--- src/rtl/reg_pipeline.sv ---
// Elastic register pipeline: nb_stages handshaked registers with per-stage
// backpressure, bubble collapsing, flush and a registered occupancy count.
module reg_pipeline #(
  parameter int nb_bits       = 32,
  parameter int nb_stages     = 3,
  parameter bit clear_on_idle = 1'b1
) (
  input  logic                             clock_i,
  input  logic                             reset_i,
  input  logic                             flush_i,
  input  logic                             in_valid_i,
  output logic                             in_ready_o,
  input  logic [nb_bits-1:0]               data_i,
  output logic                             out_valid_o,
  input  logic                             out_ready_i,
  output logic [nb_bits-1:0]               data_o,
  output logic [$clog2(nb_stages+1)-1:0]   occupancy_o
);

  localparam int OccW = $clog2(nb_stages + 1);
  localparam int Last = nb_stages - 1;

  logic [nb_stages-1:0] valid_q, valid_d;
  logic [nb_bits-1:0]   data_q [nb_stages];
  logic [nb_bits-1:0]   data_d [nb_stages];
  logic [OccW-1:0]      occupancy_q, occupancy_d;
  logic [nb_stages-1:0] stageAdv;
  logic [nb_stages:0]   srcValid;
  logic [nb_bits-1:0]   srcData [nb_stages];
  logic                 inXfer;

  // A stage may advance if it is empty or the stage ahead of it is advancing.
  always_comb begin : advanceChain
    logic chain;
    chain    = out_ready_i;
    stageAdv = '0;
    for (int k = Last; k >= 0; k--) begin
      chain       = !valid_q[k] || chain;
      stageAdv[k] = chain;
    end
  end

  assign in_ready_o = stageAdv[0] && !flush_i;
  assign inXfer     = in_valid_i && in_ready_o;
  assign srcValid   = {valid_q, inXfer};

  always_comb begin
    srcData[0] = data_i;
    for (int k = 1; k < nb_stages; k++) begin
      srcData[k] = data_q[k-1];
    end
  end

  always_comb begin
    valid_d = valid_q;
    for (int k = 0; k < nb_stages; k++) begin
      data_d[k] = data_q[k];
    end
    for (int k = 0; k < nb_stages; k++) begin
      if (flush_i) begin
        valid_d[k] = 1'b0;
        if (clear_on_idle) data_d[k] = '0;
      end else if (stageAdv[k]) begin
        valid_d[k] = srcValid[k];
        if (srcValid[k]) begin
          data_d[k] = srcData[k];
        end else if (clear_on_idle) begin
          data_d[k] = '0;
        end
      end
    end
  end

  // Occupancy is registered alongside the valid bits it counts.
  always_comb begin
    occupancy_d = '0;
    for (int k = 0; k < nb_stages; k++) begin
      occupancy_d = occupancy_d + OccW'(valid_d[k]);
    end
  end

  always_ff @(posedge clock_i) begin
    if (reset_i) begin
      valid_q     <= '0;
      occupancy_q <= '0;
      for (int k = 0; k < nb_stages; k++) begin
        data_q[k] <= '0;
      end
    end else begin
      valid_q     <= valid_d;
      occupancy_q <= occupancy_d;
      for (int k = 0; k < nb_stages; k++) begin
        data_q[k] <= data_d[k];
      end
    end
  end

  assign out_valid_o = valid_q[Last];
  assign data_o      = data_q[Last];
  assign occupancy_o = occupancy_q;

endmodule

--- config.mk ---
export PLATFORM = sky130hd
export DESIGN_NAME = reg_pipeline
export DESIGN_NICKNAME = d
export VERILOG_FILES = /design/src/rtl/reg_pipeline.sv
export SDC_FILE = /design/constraint.sdc
export NUM_CORES = 1
export LEC_CHECK = 0
export CELL_PAD_IN_SITES_DETAIL_PLACEMENT = 1
export CELL_PAD_IN_SITES_GLOBAL_PLACEMENT = 1
export CORE_ASPECT_RATIO = 1.25
export CORE_MARGIN = 2
export CORE_UTILIZATION = 41
export CTS_CLUSTER_DIAMETER = 50
export CTS_CLUSTER_SIZE = 40
export DETAILED_ROUTE_END_ITERATION = 10
export PLACE_DENSITY_LB_ADDON = 0.12
export SLEW_MARGIN = 10
export SYNTH_ARGS = -nofsm -noshare
export SYNTH_HDL_FRONTEND = slang
export SYNTH_SLANG_ARGS = --single-unit
--- constraint.sdc ---
create_clock -name clock_i -period 3.4 [get_ports clock_i]
set_input_delay 0.68 -clock clock_i [delete_from_list [all_inputs] [get_ports clock_i]]
set_output_delay 0.68 -clock clock_i [all_outputs]
set_load 0.01 [all_outputs]
==> impl_metrics.yaml <==
sta:
  clock.fmax_ghz: 0.3565
  min_period_over_period_pct: 82.50
  fin_crit_ps: 2805
  tns_ps: 0
  maxSlewViolCount: 0
  final-setup-viol-count: 0
  skew_ps: 6.932
  worst_pin_slew_ps: 735.8
  whs_ps: 451.3
  hold_viol: 0
  rsz0062_at_grt: "false"
  slew_headroom_pct: 50.95
setup_path:
  cp-end-kind: "output pin"
  worst_ep_required_time_ps: 2720
  r2r_slack_ps: 1200
  critPathTopFamily: "buffers and inverters"
  path_cells: "clkdlybuf4s50_1 > and4b_1 > nor2_1 > clkdlybuf4s50_1"
  cp-start-kind: "input pin"
  crit_top_cell: "clkdlybuf4s50_1"
  r2r_cells: 7
  crit_path_top_delay_cell: "clkdlybuf4s50_1"
  critPathKind: "input pin to output pin"
  crit_arrival_ps: 2120
  rr_endpoint: "occupancy_o[0]"
  path_max_fanout: 6
  cp-startpoint: "out_ready_i"
  worstReg2RegStart: "valid_q[0]"
  crit_path_max_incr_delay_ps: 550
  crit_buf_inv: 2
floorplanning:
  die_h_um: 112.2
  coreArea_um2: 9125
  io_pins: 73
  rows: 39
  start_util_pct: 42.11
  dieArea_um2: 10170
  die_w_um: 90.59
clock_tree:
  ctsResizeCount: 0
  clk_path_buf_depth: 2
  clkSinkCount: 101
  cts_tree: "yes"
  cts-root-buf: "clkbuf_16"
  insertion_delay_ps: 350
  ctsHtreeMaxLevel: 3
  numCtsBuffers: 9
  clk_pin_slew_ps: 70
  ctsHoldBuffers: 0
  postCtsSetupBuffers: 0
synth:
  syn-num-nets: 486
  yosysWarnings: 0
  yosysUniqueCellTypes: 24
  synth-seq-cells: 101
  yosysSeqAreaShare_pct: 52.62
  synth_top_cell_by_area: "dfxtp_1"
  synth_cells: 448
  synth_top_area_share_pct: 52.62
  synth_area_um2: 3842
  synth.area.top_cells: "dfxtp_1 (53%), a21oi_1 (10%), nand2_1 (9.0%)"
  syn_avg_cell_area_um2: 8.577
power_and_ir_drop:
  p_per_area_nw_per_um2: 526.5
  sw_frac_of_total_pct: 20.05
  power_switching_mw: 0.4986
  leakage_nw: 1.554
  pwr-share-comb_pct: 4.1
  pwr-share-seq_pct: 48.3
  p_clk_share_pct: 47.6
  p_int_mw: 1.988
  power.total_mw: 2.487
  ir_drop_v: 0.0002718
hold_path:
  min_path_cells: 2
  min_from: "data_q[0][72]"
  min_to: "data_q[0][72]"
  hp-class: "register to register"
placed_design:
  dpl.hpwl_um: 6033
  io_buffers: 72
  globalplace.congestion: 0.7242
drt:
  avgViaCountPerCell: 5.288
  post_drt_wl_per_cell_um: 16.07
  routed_wl_um: 9608
  drc: 0
  vias: 3162
  drtIter0Drc: 87
  drtAntennaViolNets: 0
  dr.pass1.iters: 4
status:
  status: "finished clean"
grt:
  grt_pass1_wl_um: 16220
  overflow: 0
  track_usage_pct: 20.23
  antenna_found_initial: 0
  grt_pass1_vias: 3229
  grt_max_degree: 67
finish:
  finish.utilization_pct: 51.76
  drive_gt1_share_pct: 6.737
  n_antenna_cell: 0
  layout.nets: 508
  area_growth_pct: 22.92
flow_run:
  max_cap_viol_count: 0
## flip-flops by register name (all words and copies together) (netlist names)
| register | flops |
|---|---|
| data_q | 96 |
| valid_q | 3 |
| occupancy_o | 2 |
## layout make-up
type                    count  area, um^2
multi-input cells         274        1393
repair buffers             83       803.3
clock buffers              10       239.0
well taps                 123       153.9
clock inverters             6       108.9
flip-flops and latches    101        2022
fillers                  1072        4402
inverters                   1       3.754
## tightest hold or removal path, stage by stage, from the launching register on
cell     delay (ps)
dfxtp_1         310
nand2_1          50
a21oi_1          50
## synthesized netlist by cell type
cell type	count
clkbuf_1	16
o21bai_1	1
and3_1	1
nand3_1	64
buf_1	2
fa_1	1
nand3b_2	1
a21oi_1	78
nand2b_1	1
or2_1	3
and4b_1	1
nand4b_1	1
nor2_4	1
a32o_1	18
nand2_1	92
buf_2	20
buf_4	33
buf_6	1
and3b_1	1
inv_1	1
nor2_1	8
o21ai_2	1
dfxtp_1	101
nor2b_1	1
## per-stage QoR
| stage | std cells | cell area [um^2] | setup WS, ps |
|---|---|---|---|
| floorplan | 448 | 3842 | 1409 |
| global placement | 582 | 4375 | 525.9 |
| detailed placement | 582 | 4375 | 491.1 |
| CTS | 598 | 4723 | 587.2 |
| global route | 598 | 4723 | 534.2 |
| finish | 598 | 4723 | 595.1 |
## worst max path at each step
stage | to | depth (start not counted)
5_1_grt | in_ready_o | 4
4_1_cts | in_ready_o | 4
3_3_place_gp | occupancy_o[0] | 7
2_1_floorplan | in_ready_o | 4
3_5_place_dp | occupancy_o[0] | 7
6_report | in_ready_o | 4
## power groups by stage
stage	Clock, mW	Sequential (mW)	Combinational, mW
floorplan	0	1.23	0.0434
global placement	0	1.23	0.102
detailed placement	0	1.23	0.103
CTS	1.21	1.20	0.104
global route	1.26	1.20	0.113
finish	1.18	1.20	0.102
## placed cells by master, fill, tap and decap left out, types with 2 or more instances in the layout
cell / Yosys / final
clkbuf_16: 0 / 9
dfxtp_1: 101 / 101
nand3_1: 64 / 64
nor2_1: 8 / 8
clkinv_2: 0 / 2
or2_1: 3 / 2
nand2_1: 92 / 92
buf_4: 33 / 11
a21oi_1: 78 / 78
a32o_1: 18 / 18
bufinv_16: 0 / 3
clkdlybuf4s50_1: 0 / 72
## kinds of logic (layout without fill, tap and decap cells)
group	Yosys count	in the layout	share of synthesized area, %
AO/OA/AOI/OAI	98	98	15.27
adder cells (fa/ha/maj)	1	1	0.5210
buffers and inverters	73	100	11.20
flip-flops	101	101	52.62
AND/OR/NAND/NOR	175	175	20.38
## layer usage
| metal | wire [um] | global-route usage, % |
|---|---|---|
| met5 | 0 | 0 |
| met4 | 153 | 7.385 |
| met3 | 319 | 3.893 |
| met2 | 5068 | 36.32 |
| met1 | 4066 | 23.93 |
No activity file was read; power rests on OpenSTA's default activity.
